### src/rtl/u_idu_iex_pipe_pkg.sv
// Shared widths, ALU control bit positions and the bypass match helper for the ID/EX stage.
package u_idu_iex_pipe_pkg;

    localparam int unsigned PcW    = 32;
    localparam int unsigned DataW  = 32;
    localparam int unsigned CtrlW  = 18;
    localparam int unsigned RfIdxW = 5;

    typedef logic [PcW-1:0]    pc_t;
    typedef logic [DataW-1:0]  data_t;
    typedef logic [CtrlW-1:0]  ctrl_t;
    typedef logic [RfIdxW-1:0] rf_idx_t;

    // Bit positions inside the ALU control bundle; order is fixed by the ALU.
    typedef enum int unsigned {
        CtrlAdderSelSrc1Pc   = 0,
        CtrlAdderSelSrc2Rs2  = 1,
        CtrlGeneralSelSrc2Rs2 = 2,
        CtrlUnsigned         = 3,
        CtrlAdderVld         = 4,
        CtrlAdderSub         = 5,
        CtrlComparatorVld    = 6,
        CtrlAnd              = 7,
        CtrlOr               = 8,
        CtrlXor              = 9,
        CtrlRightShift       = 10,
        CtrlLogicalShift     = 11,
        CtrlJal              = 12,
        CtrlJalr             = 13,
        CtrlBge              = 14,
        CtrlBlt              = 15,
        CtrlBeq              = 16,
        CtrlBne              = 17
    } ctrl_bit_e;

    // x0 is hard-wired, so it never takes a forwarded value.
    function automatic logic fwd_hit(input logic vld, input logic wen,
                                     input rf_idx_t rd_idx, input rf_idx_t src_idx);
        return vld & wen & (rd_idx == src_idx) & (src_idx != '0);
    endfunction

endpackage

### src/rtl/u_idu_iex_pipe_if.sv
// Decoded-instruction bundle from IDU into the ID/EX register, with the back-pressure ready.
interface u_idu_iex_pipe_if;
    import u_idu_iex_pipe_pkg::*;

    logic    idu_iex_vld;
    pc_t     idu_iex_pc;
    rf_idx_t idu_iex_rs1_idx;
    rf_idx_t idu_iex_rs2_idx;
    data_t   idu_iex_rs1_data;
    data_t   idu_iex_rs2_data;
    data_t   idu_iex_imm_data;
    rf_idx_t idu_iex_rd_idx;
    logic    idu_iex_rd_wen;
    logic    idu_iex_is_load;
    ctrl_t   idu_iex_ctrl;
    logic    iex_idu_ready;

    modport master (
        output idu_iex_vld, idu_iex_pc, idu_iex_rs1_idx, idu_iex_rs2_idx, idu_iex_rs1_data,
               idu_iex_rs2_data, idu_iex_imm_data, idu_iex_rd_idx, idu_iex_rd_wen,
               idu_iex_is_load, idu_iex_ctrl,
        input  iex_idu_ready
    );

    modport slave (
        input  idu_iex_vld, idu_iex_pc, idu_iex_rs1_idx, idu_iex_rs2_idx, idu_iex_rs1_data,
               idu_iex_rs2_data, idu_iex_imm_data, idu_iex_rd_idx, idu_iex_rd_wen,
               idu_iex_is_load, idu_iex_ctrl,
        output iex_idu_ready
    );

endinterface

### src/rtl/u_fwd_mux.sv
// Priority operand bypass for one source: EX over MEM over WB over register-file data.
module u_fwd_mux
    import u_idu_iex_pipe_pkg::*;
(
    input  rf_idx_t src_idx_i,
    input  data_t   rf_data_i,
    input  logic    ex_vld_i,
    input  logic    ex_wen_i,
    input  rf_idx_t ex_rd_idx_i,
    input  data_t   ex_data_i,
    input  logic    mem_vld_i,
    input  logic    mem_wen_i,
    input  rf_idx_t mem_rd_idx_i,
    input  data_t   mem_data_i,
    input  logic    wb_vld_i,
    input  logic    wb_wen_i,
    input  rf_idx_t wb_rd_idx_i,
    input  data_t   wb_data_i,
    output data_t   data_o
);

    always_comb begin
        data_o = rf_data_i;
        if (fwd_hit(ex_vld_i, ex_wen_i, ex_rd_idx_i, src_idx_i)) begin
            data_o = ex_data_i;
        end else if (fwd_hit(mem_vld_i, mem_wen_i, mem_rd_idx_i, src_idx_i)) begin
            data_o = mem_data_i;
        end else if (fwd_hit(wb_vld_i, wb_wen_i, wb_rd_idx_i, src_idx_i)) begin
            data_o = wb_data_i;
        end
    end

endmodule

### src/rtl/u_idu_iex_pipe.sv
// ID/EX pipeline register: captures IDU's decoded slot, resolves bypassing, inserts load-use
// bubbles, kills on BRU redirect and counts stall/flush events.
module u_idu_iex_pipe
    import u_idu_iex_pipe_pkg::*;
#(
    parameter int unsigned CntW = 16
) (
    input  logic            clk,
    input  logic            rst,
    u_idu_iex_pipe_if.slave idu_io,
    input  data_t           alu_iex_cal_data_i,
    input  logic            alu_iex_bru_vld_i,
    input  logic            alu_iex_bru_flush_i,
    input  logic            mem_fwd_vld_i,
    input  logic            mem_fwd_wen_i,
    input  rf_idx_t         mem_fwd_rd_idx_i,
    input  data_t           mem_fwd_data_i,
    input  logic            wb_fwd_vld_i,
    input  logic            wb_fwd_wen_i,
    input  rf_idx_t         wb_fwd_rd_idx_i,
    input  data_t           wb_fwd_data_i,
    output logic            iex_alu_pipe_vld_o,
    output pc_t             iex_alu_pc_o,
    output data_t           iex_alu_rs1_data_o,
    output data_t           iex_alu_rs2_data_o,
    output data_t           iex_alu_imm_data_o,
    output ctrl_t           iex_alu_ctrl_o,
    output rf_idx_t         iex_rd_idx_o,
    output logic            iex_rd_wen_o,
    output logic            iex_is_load_o,
    output logic [CntW-1:0] iex_stall_cnt_o,
    output logic [CntW-1:0] iex_flush_cnt_o
);

    logic      vld_q, vld_d, rd_wen_q, rd_wen_d, is_load_q, is_load_d;
    pc_t       pc_q, pc_d;
    data_t     rs1_q, rs1_d, rs2_q, rs2_d, imm_q, imm_d;
    ctrl_t     ctrl_q, ctrl_d;
    rf_idx_t   rd_idx_q, rd_idx_d;
    logic [CntW-1:0] stall_cnt_q, stall_cnt_d, flush_cnt_q, flush_cnt_d;

    logic  flush, load_use, ex_fwd_vld;
    data_t rs1_fwd, rs2_fwd;

    assign flush    = alu_iex_bru_vld_i & alu_iex_bru_flush_i;
    // Rs compares are unconditional; an unused source only costs a spurious bubble.
    assign load_use = idu_io.idu_iex_vld & vld_q & is_load_q & rd_wen_q & (rd_idx_q != '0) &
                      ((rd_idx_q == idu_io.idu_iex_rs1_idx) |
                       (rd_idx_q == idu_io.idu_iex_rs2_idx));
    assign idu_io.iex_idu_ready = ~load_use | flush;

    // A load's data is not ready in EX; that case is handled by the bubble instead.
    assign ex_fwd_vld = vld_q & ~is_load_q;

    u_fwd_mux u_fwd_rs1 (
        .src_idx_i   (idu_io.idu_iex_rs1_idx),
        .rf_data_i   (idu_io.idu_iex_rs1_data),
        .ex_vld_i    (ex_fwd_vld),
        .ex_wen_i    (rd_wen_q),
        .ex_rd_idx_i (rd_idx_q),
        .ex_data_i   (alu_iex_cal_data_i),
        .mem_vld_i   (mem_fwd_vld_i),
        .mem_wen_i   (mem_fwd_wen_i),
        .mem_rd_idx_i(mem_fwd_rd_idx_i),
        .mem_data_i  (mem_fwd_data_i),
        .wb_vld_i    (wb_fwd_vld_i),
        .wb_wen_i    (wb_fwd_wen_i),
        .wb_rd_idx_i (wb_fwd_rd_idx_i),
        .wb_data_i   (wb_fwd_data_i),
        .data_o      (rs1_fwd)
    );

    u_fwd_mux u_fwd_rs2 (
        .src_idx_i   (idu_io.idu_iex_rs2_idx),
        .rf_data_i   (idu_io.idu_iex_rs2_data),
        .ex_vld_i    (ex_fwd_vld),
        .ex_wen_i    (rd_wen_q),
        .ex_rd_idx_i (rd_idx_q),
        .ex_data_i   (alu_iex_cal_data_i),
        .mem_vld_i   (mem_fwd_vld_i),
        .mem_wen_i   (mem_fwd_wen_i),
        .mem_rd_idx_i(mem_fwd_rd_idx_i),
        .mem_data_i  (mem_fwd_data_i),
        .wb_vld_i    (wb_fwd_vld_i),
        .wb_wen_i    (wb_fwd_wen_i),
        .wb_rd_idx_i (wb_fwd_rd_idx_i),
        .wb_data_i   (wb_fwd_data_i),
        .data_o      (rs2_fwd)
    );

    always_comb begin
        vld_d       = vld_q;
        pc_d        = pc_q;
        rs1_d       = rs1_q;
        rs2_d       = rs2_q;
        imm_d       = imm_q;
        ctrl_d      = ctrl_q;
        rd_idx_d    = rd_idx_q;
        rd_wen_d    = rd_wen_q;
        is_load_d   = is_load_q;
        stall_cnt_d = stall_cnt_q;
        flush_cnt_d = flush_cnt_q;
        if (flush) begin
            vld_d  = 1'b0;
            ctrl_d = '0;
            if (flush_cnt_q != '1) flush_cnt_d = flush_cnt_q + CntW'(1);
        end else if (load_use) begin
            vld_d  = 1'b0;
            ctrl_d = '0;
            if (stall_cnt_q != '1) stall_cnt_d = stall_cnt_q + CntW'(1);
        end else begin
            vld_d     = idu_io.idu_iex_vld;
            pc_d      = idu_io.idu_iex_pc;
            rs1_d     = rs1_fwd;
            rs2_d     = rs2_fwd;
            imm_d     = idu_io.idu_iex_imm_data;
            ctrl_d    = idu_io.idu_iex_vld ? idu_io.idu_iex_ctrl : '0;
            rd_idx_d  = idu_io.idu_iex_rd_idx;
            rd_wen_d  = idu_io.idu_iex_rd_wen;
            is_load_d = idu_io.idu_iex_is_load;
        end
    end

    always_ff @(posedge clk) begin
        if (rst) begin
            vld_q       <= 1'b0;
            pc_q        <= '0;
            rs1_q       <= '0;
            rs2_q       <= '0;
            imm_q       <= '0;
            ctrl_q      <= '0;
            rd_idx_q    <= '0;
            rd_wen_q    <= 1'b0;
            is_load_q   <= 1'b0;
            stall_cnt_q <= '0;
            flush_cnt_q <= '0;
        end else begin
            vld_q       <= vld_d;
            pc_q        <= pc_d;
            rs1_q       <= rs1_d;
            rs2_q       <= rs2_d;
            imm_q       <= imm_d;
            ctrl_q      <= ctrl_d;
            rd_idx_q    <= rd_idx_d;
            rd_wen_q    <= rd_wen_d;
            is_load_q   <= is_load_d;
            stall_cnt_q <= stall_cnt_d;
            flush_cnt_q <= flush_cnt_d;
        end
    end

    assign iex_alu_pipe_vld_o = vld_q;
    assign iex_alu_pc_o       = pc_q;
    assign iex_alu_rs1_data_o = rs1_q;
    assign iex_alu_rs2_data_o = rs2_q;
    assign iex_alu_imm_data_o = imm_q;
    assign iex_alu_ctrl_o     = ctrl_q;
    assign iex_rd_idx_o       = rd_idx_q;
    assign iex_rd_wen_o       = rd_wen_q;
    assign iex_is_load_o      = is_load_q;
    assign iex_stall_cnt_o    = stall_cnt_q;
    assign iex_flush_cnt_o    = flush_cnt_q;

endmodule

### src/flat_wrapper.sv
// flat-port wrapper written by rule: the top's interface ports become plain ports
module u_idu_iex_pipe_flat import u_idu_iex_pipe_pkg::*;
#(
    parameter int unsigned CntW = 16
)
  (clk, rst, alu_iex_cal_data_i, alu_iex_bru_vld_i, alu_iex_bru_flush_i, mem_fwd_vld_i, mem_fwd_wen_i, mem_fwd_rd_idx_i, mem_fwd_data_i, wb_fwd_vld_i, wb_fwd_wen_i, wb_fwd_rd_idx_i, wb_fwd_data_i, iex_alu_pipe_vld_o, iex_alu_pc_o, iex_alu_rs1_data_o, iex_alu_rs2_data_o, iex_alu_imm_data_o, iex_alu_ctrl_o, iex_rd_idx_o, iex_rd_wen_o, iex_is_load_o, iex_stall_cnt_o, iex_flush_cnt_o, idu_io_idu_iex_vld, idu_io_idu_iex_pc, idu_io_idu_iex_rs1_idx, idu_io_idu_iex_rs2_idx, idu_io_idu_iex_rs1_data, idu_io_idu_iex_rs2_data, idu_io_idu_iex_imm_data, idu_io_idu_iex_rd_idx, idu_io_idu_iex_rd_wen, idu_io_idu_iex_is_load, idu_io_idu_iex_ctrl, idu_io_iex_idu_ready);
  u_idu_iex_pipe_if idu_io_i ();
  input  logic clk;
  input  logic rst;
  input  data_t alu_iex_cal_data_i;
  input  logic alu_iex_bru_vld_i;
  input  logic alu_iex_bru_flush_i;
  input  logic mem_fwd_vld_i;
  input  logic mem_fwd_wen_i;
  input  rf_idx_t mem_fwd_rd_idx_i;
  input  data_t mem_fwd_data_i;
  input  logic wb_fwd_vld_i;
  input  logic wb_fwd_wen_i;
  input  rf_idx_t wb_fwd_rd_idx_i;
  input  data_t wb_fwd_data_i;
  output logic iex_alu_pipe_vld_o;
  output pc_t iex_alu_pc_o;
  output data_t iex_alu_rs1_data_o;
  output data_t iex_alu_rs2_data_o;
  output data_t iex_alu_imm_data_o;
  output ctrl_t iex_alu_ctrl_o;
  output rf_idx_t iex_rd_idx_o;
  output logic iex_rd_wen_o;
  output logic iex_is_load_o;
  output logic [CntW-1:0] iex_stall_cnt_o;
  output logic [CntW-1:0] iex_flush_cnt_o;
  input wire logic [$bits(idu_io_i.idu_iex_vld)-1:0] idu_io_idu_iex_vld;
  input wire logic [$bits(idu_io_i.idu_iex_pc)-1:0] idu_io_idu_iex_pc;
  input wire logic [$bits(idu_io_i.idu_iex_rs1_idx)-1:0] idu_io_idu_iex_rs1_idx;
  input wire logic [$bits(idu_io_i.idu_iex_rs2_idx)-1:0] idu_io_idu_iex_rs2_idx;
  input wire logic [$bits(idu_io_i.idu_iex_rs1_data)-1:0] idu_io_idu_iex_rs1_data;
  input wire logic [$bits(idu_io_i.idu_iex_rs2_data)-1:0] idu_io_idu_iex_rs2_data;
  input wire logic [$bits(idu_io_i.idu_iex_imm_data)-1:0] idu_io_idu_iex_imm_data;
  input wire logic [$bits(idu_io_i.idu_iex_rd_idx)-1:0] idu_io_idu_iex_rd_idx;
  input wire logic [$bits(idu_io_i.idu_iex_rd_wen)-1:0] idu_io_idu_iex_rd_wen;
  input wire logic [$bits(idu_io_i.idu_iex_is_load)-1:0] idu_io_idu_iex_is_load;
  input wire logic [$bits(idu_io_i.idu_iex_ctrl)-1:0] idu_io_idu_iex_ctrl;
  output wire logic [$bits(idu_io_i.iex_idu_ready)-1:0] idu_io_iex_idu_ready;
  assign idu_io_i.idu_iex_vld = idu_io_idu_iex_vld;
  assign idu_io_i.idu_iex_pc = idu_io_idu_iex_pc;
  assign idu_io_i.idu_iex_rs1_idx = idu_io_idu_iex_rs1_idx;
  assign idu_io_i.idu_iex_rs2_idx = idu_io_idu_iex_rs2_idx;
  assign idu_io_i.idu_iex_rs1_data = idu_io_idu_iex_rs1_data;
  assign idu_io_i.idu_iex_rs2_data = idu_io_idu_iex_rs2_data;
  assign idu_io_i.idu_iex_imm_data = idu_io_idu_iex_imm_data;
  assign idu_io_i.idu_iex_rd_idx = idu_io_idu_iex_rd_idx;
  assign idu_io_i.idu_iex_rd_wen = idu_io_idu_iex_rd_wen;
  assign idu_io_i.idu_iex_is_load = idu_io_idu_iex_is_load;
  assign idu_io_i.idu_iex_ctrl = idu_io_idu_iex_ctrl;
  assign idu_io_iex_idu_ready = idu_io_i.iex_idu_ready;
  u_idu_iex_pipe #(.CntW(CntW)) u_core (.clk(clk), .rst(rst), .idu_io(idu_io_i), .alu_iex_cal_data_i(alu_iex_cal_data_i), .alu_iex_bru_vld_i(alu_iex_bru_vld_i), .alu_iex_bru_flush_i(alu_iex_bru_flush_i), .mem_fwd_vld_i(mem_fwd_vld_i), .mem_fwd_wen_i(mem_fwd_wen_i), .mem_fwd_rd_idx_i(mem_fwd_rd_idx_i), .mem_fwd_data_i(mem_fwd_data_i), .wb_fwd_vld_i(wb_fwd_vld_i), .wb_fwd_wen_i(wb_fwd_wen_i), .wb_fwd_rd_idx_i(wb_fwd_rd_idx_i), .wb_fwd_data_i(wb_fwd_data_i), .iex_alu_pipe_vld_o(iex_alu_pipe_vld_o), .iex_alu_pc_o(iex_alu_pc_o), .iex_alu_rs1_data_o(iex_alu_rs1_data_o), .iex_alu_rs2_data_o(iex_alu_rs2_data_o), .iex_alu_imm_data_o(iex_alu_imm_data_o), .iex_alu_ctrl_o(iex_alu_ctrl_o), .iex_rd_idx_o(iex_rd_idx_o), .iex_rd_wen_o(iex_rd_wen_o), .iex_is_load_o(iex_is_load_o), .iex_stall_cnt_o(iex_stall_cnt_o), .iex_flush_cnt_o(iex_flush_cnt_o));
endmodule
### config.mk
export PLATFORM = sky130hd
export DESIGN_NAME = u_idu_iex_pipe_flat
export DESIGN_NICKNAME = d
export VERILOG_FILES = /design/src/rtl/u_idu_iex_pipe_pkg.sv /design/src/rtl/u_idu_iex_pipe_if.sv /design/src/rtl/u_fwd_mux.sv /design/src/rtl/u_idu_iex_pipe.sv /design/src/flat_wrapper.sv
export SDC_FILE = /design/constraint.sdc
export NUM_CORES = 1
export LEC_CHECK = 0
export ABC_AREA = 1
export BUFFER_PORTS_ARGS = -buffer_cell sky130_fd_sc_hd__buf_2
export CAP_MARGIN = 20
export CORE_MARGIN = 4
export CORE_UTILIZATION = 35
export DETAILED_ROUTE_END_ITERATION = 10
export HOLD_SLACK_MARGIN = 0.12
export SLEW_MARGIN = 0
export SYNTH_ARGS = -nofsm -noshare
export SYNTH_HDL_FRONTEND = slang
export SYNTH_SLANG_ARGS = --single-unit
### constraint.sdc
create_clock -name clk -period 2.2 [get_ports clk]
set_input_delay 0.44 -clock clk [delete_from_list [all_inputs] [get_ports clk]]
set_output_delay 0.44 -clock clk [all_outputs]
set_load 0.01 [all_outputs]
== Word level (Yosys, flattened, before mapping) ==
Index checks and enable logic that the tools add are counted.
Operators by class
  equality and inequality tests: 8
  bitwise gates (word level): 28
  muxes and demuxes: 6
  $add $sub $neg: 2
  reduce and logical (&&, ||, !) cells: 8
Operator list (count)
  $mux 32: 6
  $add 16x1->16 const B: 2
  $ne 16x16->1 const B: 2
  $eq 5x5->1: 6
  $and 1x1->1: 22
  $reduce_bool 5->1: 3
  $not 1->1: 4
  $reduce_and 2->1: 2
  $reduce_or 4->1: 1
  $reduce_and 3->1: 1
  $reduce_or 3->1: 1
  $or 1x1->1: 2
Storage, ports and cells
  output and inout port bits: 187
  bits of input ports: 278
  logic and storage cells: 63
  register bits: 186

== Longest topological paths before layout ==
  depth in word-level cells: 7
  depth in mapped cells: 13
  gate-level depth less buffers: 12

== By module ==
A second synthesis with hierarchy kept.
Second synthesis, totals
  cells, all modules: 1850
  area total of the unflattened synthesis: 10975.5 µm²
Modules (own cells, without submodules)
  u_idu_iex_pipe: area each 7154.4 µm², sequential area each 3723.6 µm², instances 1, cells each 982
  u_fwd_mux: area each 1910.6 µm², sequential area each 0.0 µm², instances 2, cells each 434

== Worst setup path after synthesis ==
OpenSTA, ideal clock, no wires.
  path kind: reg-to-output
  from: register u_core.rd_idx_q[3] (netlist: u_core.iex_rd_idx_o[3])
  to: output idu_io_iex_idu_ready
  required time: 1760 ps
  cell stages (with the launch flop): 11
  data arrival time: 1327 ps
  buffers on the path: 1
  slack: 433 ps
  cells stage by stage: dfxtp_1 inv_1 nand2_1 nand2_1 nor2_1 nand3b_1 nand2_1 nand2_2 inv_2 buf_2 nand2_1
Between the ends
  cells in the longest elaborated chain, start to end: 5
  elaborated cells between the ends (all ways): 8
  those cells by class: 2 x eq/ne; 5 x bitwise; 1 x reduce/logical
Ends and longest elaborated chain
  start, declared: RTL line u_idu_iex_pipe.sv:39  | rf_idx_t rd_idx_q, rd_idx_d;
  start signal, assigned: RTL line u_idu_iex_pipe.sv:144  | rd_idx_q <= rd_idx_d;
  $eq 5x5->1, or another cell as far along: RTL line u_idu_iex_pipe.sv:48  | ((rd_idx_q == idu_io.idu_iex_rs1_idx) |
  $or 1x1->1 or $and 1x1->1 (tied branches): RTL line u_idu_iex_pipe.sv:48, u_idu_iex_pipe.sv:47
  $and 1x1->1 *: RTL line u_idu_iex_pipe.sv:47  | assign load_use = idu_io.idu_iex_vld & vld_q & is_load_q & rd_wen_q & (rd_idx_q != '0) &
  $not 1->1 (no line) *
  $or 1x1->1 *: RTL line u_idu_iex_pipe.sv:50  | assign idu_io.iex_idu_ready = ~load_use | flush;
  end, declared: RTL line flat_wrapper.sv:43  | output wire logic [$bits(idu_io_i.iex_idu_ready)-1:0] idu_io_iex_idu_ready;
Every way passes the cells marked *; elsewhere a longest branch is shown, timed or not.

== Final worst setup path ==
Same ends and word-level chain as after synthesis.

==> impl_results.html <==
<table>
<tr><th>Metric</th><th>Value</th></tr>
<tr><th colspan="2">Outcome</th></tr>
<tr><td>Status</td><td>complete, no violations</td></tr>
<tr><th colspan="2">Yosys</th></tr>
<tr><td>Count of mapped cells out of synthesis</td><td>roughly 1700</td></tr>
<tr><td>Post-synthesis share of cell area spent on and, or, nand and nor gates</td><td>40.2%</td></tr>
<tr><td>Sequential element share of the synthesized area</td><td>35.5%</td></tr>
<tr><td>Xor and xnor area share after synthesis</td><td>2.09%</td></tr>
<tr><td>Synthesis Warnings</td><td>0</td></tr>
<tr><td>Proportion of synthesized area in mux cells</td><td>0%</td></tr>
<tr><td>Dominant combinational cell family by area after synthesis</td><td>simple AND/OR/NAND/NOR gates</td></tr>
<tr><td>Ranking of synthesized cells by area</td><td>sky130_fd_sc_hd__dfxtp_1 35%, sky130_fd_sc_hd__nand2_1 14%, sky130_fd_sc_hd__nor2_1 11%</td></tr>
<tr><td>Cell area after synthesis</td><td>10500 um2</td></tr>
<tr><td>Number of unique standard cell types used by synthesis</td><td>29</td></tr>
<tr><td>Post-synthesis adder-cell area fraction</td><td>less than 1%</td></tr>
<tr><td>Area fraction of the dominant cell type after synthesis</td><td>between 30 and 40%</td></tr>
<tr><td>Compound-cell area share of the yosys netlist</td><td>around 8.7%</td></tr>
<tr><td>Mean post-synth cell area</td><td>slightly above 6 um2</td></tr>
<tr><td>Net count after synthesis</td><td>2015</td></tr>
<tr><td>Library cell with the largest summed area after synthesis</td><td>sky130_fd_sc_hd__dfxtp_1</td></tr>
<tr><td>Flop and latch count out of synthesis</td><td>186</td></tr>
<tr><th colspan="2">GRT</th></tr>
<tr><td>Global-route wire length before repair</td><td>roughly 64 mm</td></tr>
<tr><td>GRT Residual Overflow</td><td>0</td></tr>
<tr><td>Number of global-route vias before repair</td><td>between 10000 and 15000</td></tr>
<tr><td>Antenna violations before repair</td><td>20</td></tr>
<tr><td>Maximum number of pins on one net before global-route repair</td><td>63</td></tr>
<tr><td>Total routing usage reported by global routing</td><td>about a quarter</td></tr>
<tr><th colspan="2">Clock tree</th></tr>
<tr><td>Clock sink count</td><td>between 150 and 200</td></tr>
<tr><td>TritonCTS clock tree</td><td>yes</td></tr>
<tr><td>Number of buffers created by CTS</td><td>17</td></tr>
<tr><td>CTS Buffer Depth</td><td>2</td></tr>
<tr><td>Clock Pin Slew Worst Setup and Hold Paths</td><td>around 0.08 ns</td></tr>
<tr><td>H-tree depth reported by CTS</td><td>4</td></tr>
<tr><td>Library cell used as clock root buffer</td><td>sky130_fd_sc_hd__clkbuf_16</td></tr>
<tr><td>Clock latency reported for the late side of the worst-skew pair</td><td>around 0.44 ns</td></tr>
<tr><th colspan="2">Floorplan</th></tr>
<tr><td>Starting density of the core</td><td>a little over a third</td></tr>
<tr><td>Die Footprint</td><td>32800 um2</td></tr>
<tr><td>Row Count</td><td>63</td></tr>
<tr><td>Core Area</td><td>a little under 30000 um2</td></tr>
<tr><td>Io pins</td><td>approximately 470</td></tr>
<tr><td>Die boundary width</td><td>181 um</td></tr>
<tr><td>DIE HEIGHT</td><td>between 150 and 200 um</td></tr>
<tr><th colspan="2">Route</th></tr>
<tr><td>Final wirelength</td><td>slightly above 40 mm</td></tr>
<tr><td>Via/cell ratio</td><td>between 4 and 5</td></tr>
<tr><td>Detail-routed net length per standard cell</td><td>16.1 um</td></tr>
<tr><td>Number of remaining DRC errors</td><td>0</td></tr>
<tr><td>Number of iterations in the first detailed-routing pass</td><td>5</td></tr>
<tr><td>Met1 Routed Length</td><td>16.8 mm</td></tr>
<tr><td>Detailed Route Iter0 Violations</td><td>roughly 700</td></tr>
<tr><td>Vias after detailed routing</td><td>12300</td></tr>
<tr><td>Highest signal layer in the routed design</td><td>met5</td></tr>
<tr><td>Met3 routed WL</td><td>3.86 mm</td></tr>
<tr><td>Antenna violation net count after detailed routing</td><td>0</td></tr>
<tr><td>Total length of routed met2 wires</td><td>19.7 mm</td></tr>
<tr><th colspan="2">Critical path</th></tr>
<tr><td>Maximum fanout along the worst path</td><td>5</td></tr>
<tr><td>CP Capture Type</td><td>output pin</td></tr>
<tr><td>Setup slack of the worst register-to-register path</td><td>0.27 ns</td></tr>
<tr><td>Worst Reg2Reg Path Length in Cells</td><td>9</td></tr>
<tr><td>Start of the worst register-to-register path</td><td>u_core.iex_stall_cnt_o[0]</td></tr>
<tr><td>Data arrival time of the worst path</td><td>roughly 1.6 ns</td></tr>
<tr><td>Worst reg2reg endpoint</td><td>u_core.iex_stall_cnt_o[1]</td></tr>
<tr><td>Start point of the critical path</td><td>u_core.iex_rd_idx_o[3]</td></tr>
<tr><td>Worst path required time</td><td>between 1.5 and 2 ns</td></tr>
<tr><td>Crit start category</td><td>register</td></tr>
<tr><td>Classification of the worst setup path</td><td>register to output pin</td></tr>
<tr><th colspan="2">Timing</th></tr>
<tr><td>Final count of pins violating max slew</td><td>0</td></tr>
<tr><td>Minimum clock period after layout</td><td>between 2 and 2.5 ns</td></tr>
<tr><td>Total setup violations reported at the end of the flow</td><td>0</td></tr>
<tr><td>Hold Slack</td><td>roughly 0.2 ns</td></tr>
<tr><td>Total Negative Setup Slacks</td><td>0 ns</td></tr>
<tr><td>Max Clock Freq</td><td>0.481 GHz</td></tr>
<tr><td>Max transition margin</td><td>around 56%</td></tr>
<tr><td>Slew of the pin with the lowest slew margin</td><td>about 0.66 ns</td></tr>
<tr><td>Count of final hold-check violations</td><td>0</td></tr>
<tr><td>Max Clock Skew</td><td>between 0.015 and 0.02 ns</td></tr>
<tr><td>Post-route clock period utilization</td><td>between 90% and 100%</td></tr>
<tr><th colspan="2">Hold path</th></tr>
<tr><td>Worst hold path depth</td><td>3</td></tr>
<tr><td>Kind of path behind the tightest hold check</td><td>input port to register</td></tr>
<tr><td>Hold path start</td><td>idu_io_idu_iex_ctrl[10]</td></tr>
<tr><td>End of the worst hold path</td><td>u_core.iex_alu_ctrl_o[10]</td></tr>
<tr><th colspan="2">Final layout</th></tr>
<tr><td>Final standard cell utilization of the core</td><td>47.1%</td></tr>
<tr><td>Post-synthesis to final-layout area growth</td><td>33.2%</td></tr>
<tr><td>Fraction of final layout cells with drive strength greater than 1</td><td>27.7%</td></tr>
<tr><td>Non-filler cells, final</td><td>between 2000 and 3000</td></tr>
<tr><td>Final design instance area without fill</td><td>around 14000 um2</td></tr>
<tr><td>Net count of the finished layout</td><td>2440</td></tr>
<tr><td>Fillers</td><td>roughly 3200</td></tr>
<tr><th colspan="2">Power</th></tr>
<tr><td>Leakage power</td><td>between 7 and 8 nW</td></tr>
<tr><td>Worst vdd ir</td><td>just over 500 uV</td></tr>
<tr><td>P per Cell Area</td><td>around 580 nW/um2</td></tr>
<tr><th colspan="2">Placement</th></tr>
<tr><td>Number of buffer cells added on primary ports</td><td>464</td></tr>
<tr><td>Placed cell area</td><td>roughly 13000 um2</td></tr>
<tr><td>GP Congestion</td><td>slightly above 0.9</td></tr>
<tr><td>Placed cell count</td><td>between 2000 and 3000</td></tr>
<tr><td>Half-perimeter wire length after detailed placement</td><td>30.7 mm</td></tr>
<tr><th colspan="2">Job</th></tr>
<tr><td>Count of maximum capacitance violations</td><td>0</td></tr>
</table>
==> synth_stat cells (all sizes together) <==
| cell | instances |
|---|---|
| a21oi | 103 |
| and3 | 2 |
| buf | 59 |
| clkbuf | 37 |
| clkinv | 1 |
| dfxtp | 186 |
| ha | 2 |
| inv | 239 |
| nand2 | 393 |
| nand3 | 232 |
| nand3b | 3 |
| nand4 | 4 |
| nor2 | 321 |
| nor3 | 17 |
| o211ai | 1 |
| o21ai | 77 |
| o21bai | 1 |
| or2 | 32 |
| xnor2 | 9 |
| xor2 | 16 |
==> cell usage in the layout (no fill, tap or decap), types with 17 or more instances in the layout <==
cell / netlist / final
sky130_fd_sc_hd__o21ai_0: 74 / 74
sky130_fd_sc_hd__dfxtp_1: 186 / 181
sky130_fd_sc_hd__or2_2: 32 / 32
sky130_fd_sc_hd__a21oi_1: 103 / 103
sky130_fd_sc_hd__buf_4: 5 / 22
sky130_fd_sc_hd__nor2_1: 318 / 313
sky130_fd_sc_hd__nand3_1: 232 / 230
sky130_fd_sc_hd__clkbuf_16: 0 / 17
sky130_fd_sc_hd__inv_1: 229 / 226
sky130_fd_sc_hd__nand2_1: 390 / 385
sky130_fd_sc_hd__buf_2: 45 / 464
==> flip-flops by register name (all words and copies together) (netlist names), 5 cells and up <==
signal and cells:
u_core.iex_flush_cnt_o 16, u_core.iex_alu_imm_data_o 32, u_core.iex_alu_rs1_data_o 32, u_core.iex_rd_idx_o 5, u_core.iex_alu_ctrl_o 18, u_core.iex_alu_rs2_data_o 32, u_core.iex_stall_cnt_o 16, u_core.iex_alu_pc_o 32
==> stage by stage <==
stage / setup slack, ns / power (mW)
after global placement: 0.0863 / 5.22
after CTS: 0.000236 / 8.24
after detailed placement: 0.0386 / 5.23
final: 0.120 / 8.13
after floorplan: 0.433 / 4.48
after global routing: -0.00499 / 8.54
==> what timing repair did <==
item / CTS / global route
pin swaps: 1 / 7
resized for setup: 7 / 12
hold buffers: 0 / 0
setup buffers: 1 / 0
hold endpoints to repair: 0 / 0
setup endpoints to repair: 1 / 17
==> worst max-delay path by stage <==
stage	slack, ns	end	cells after the start
finish	0.12	idu_io_iex_idu_ready	10
CTS	0.0002	idu_io_iex_idu_ready	10
global route	-0.005	idu_io_iex_idu_ready	10
detailed placement	0.04	u_core.iex_stall_cnt_o[1]	9
global placement	0.09	u_core.iex_stall_cnt_o[14]	9
floorplan	0.43	idu_io_iex_idu_ready	10
==> cell type report <==
class                      instances  area, um2  area share, %
inverter                         240        902           6.46
clock buffer                      19        433           3.10
timing repair buffer             502       2810           20.1
tap                              390        488           3.49
antenna                           10       25.0          0.179
clock inverter                    13        110          0.788
sequential                       186       3740           26.8
multi-input combinational       1213       5470           39.1
==> metal layers <==
layer  global-route usage, %  vias to the layer above
li1                        -                     6225
met1                    29.3                     5480
met2                    41.6                      536
met3                    7.27                       78
met4                    7.84                       18
met5                       0                        -
==> critical path, cell delays in order, from the launching register on <==
cell and delay, ns:
sky130_fd_sc_hd__dfxtp_4 0.39, sky130_fd_sc_hd__inv_2 0.05, sky130_fd_sc_hd__nand2_2 0.05, sky130_fd_sc_hd__nand2_2 0.06, sky130_fd_sc_hd__nor2_4 0.13, sky130_fd_sc_hd__nand3b_1 0.10, sky130_fd_sc_hd__nand2_2 0.09, sky130_fd_sc_hd__nand2_4 0.08
sky130_fd_sc_hd__inv_2 0.06, sky130_fd_sc_hd__nand2_1 0.04, sky130_fd_sc_hd__buf_2 0.14
==> power breakdown <==
part	switching (mW)	internal (mW)	total, mW
Combinational	0.896	0.594	1.49
Clock	1.49	1.48	2.97
Sequential	0.105	3.56	3.67
Total	2.49	5.64	8.13
==> cell families after synthesis <==
group           Yosys count
flops                   186
buf+inv                 336
xor+xnor                 25
fa+ha+maj                 2
compound gates          182
simple gates           1004
No activity file was read; power rests on OpenSTA's default activity.
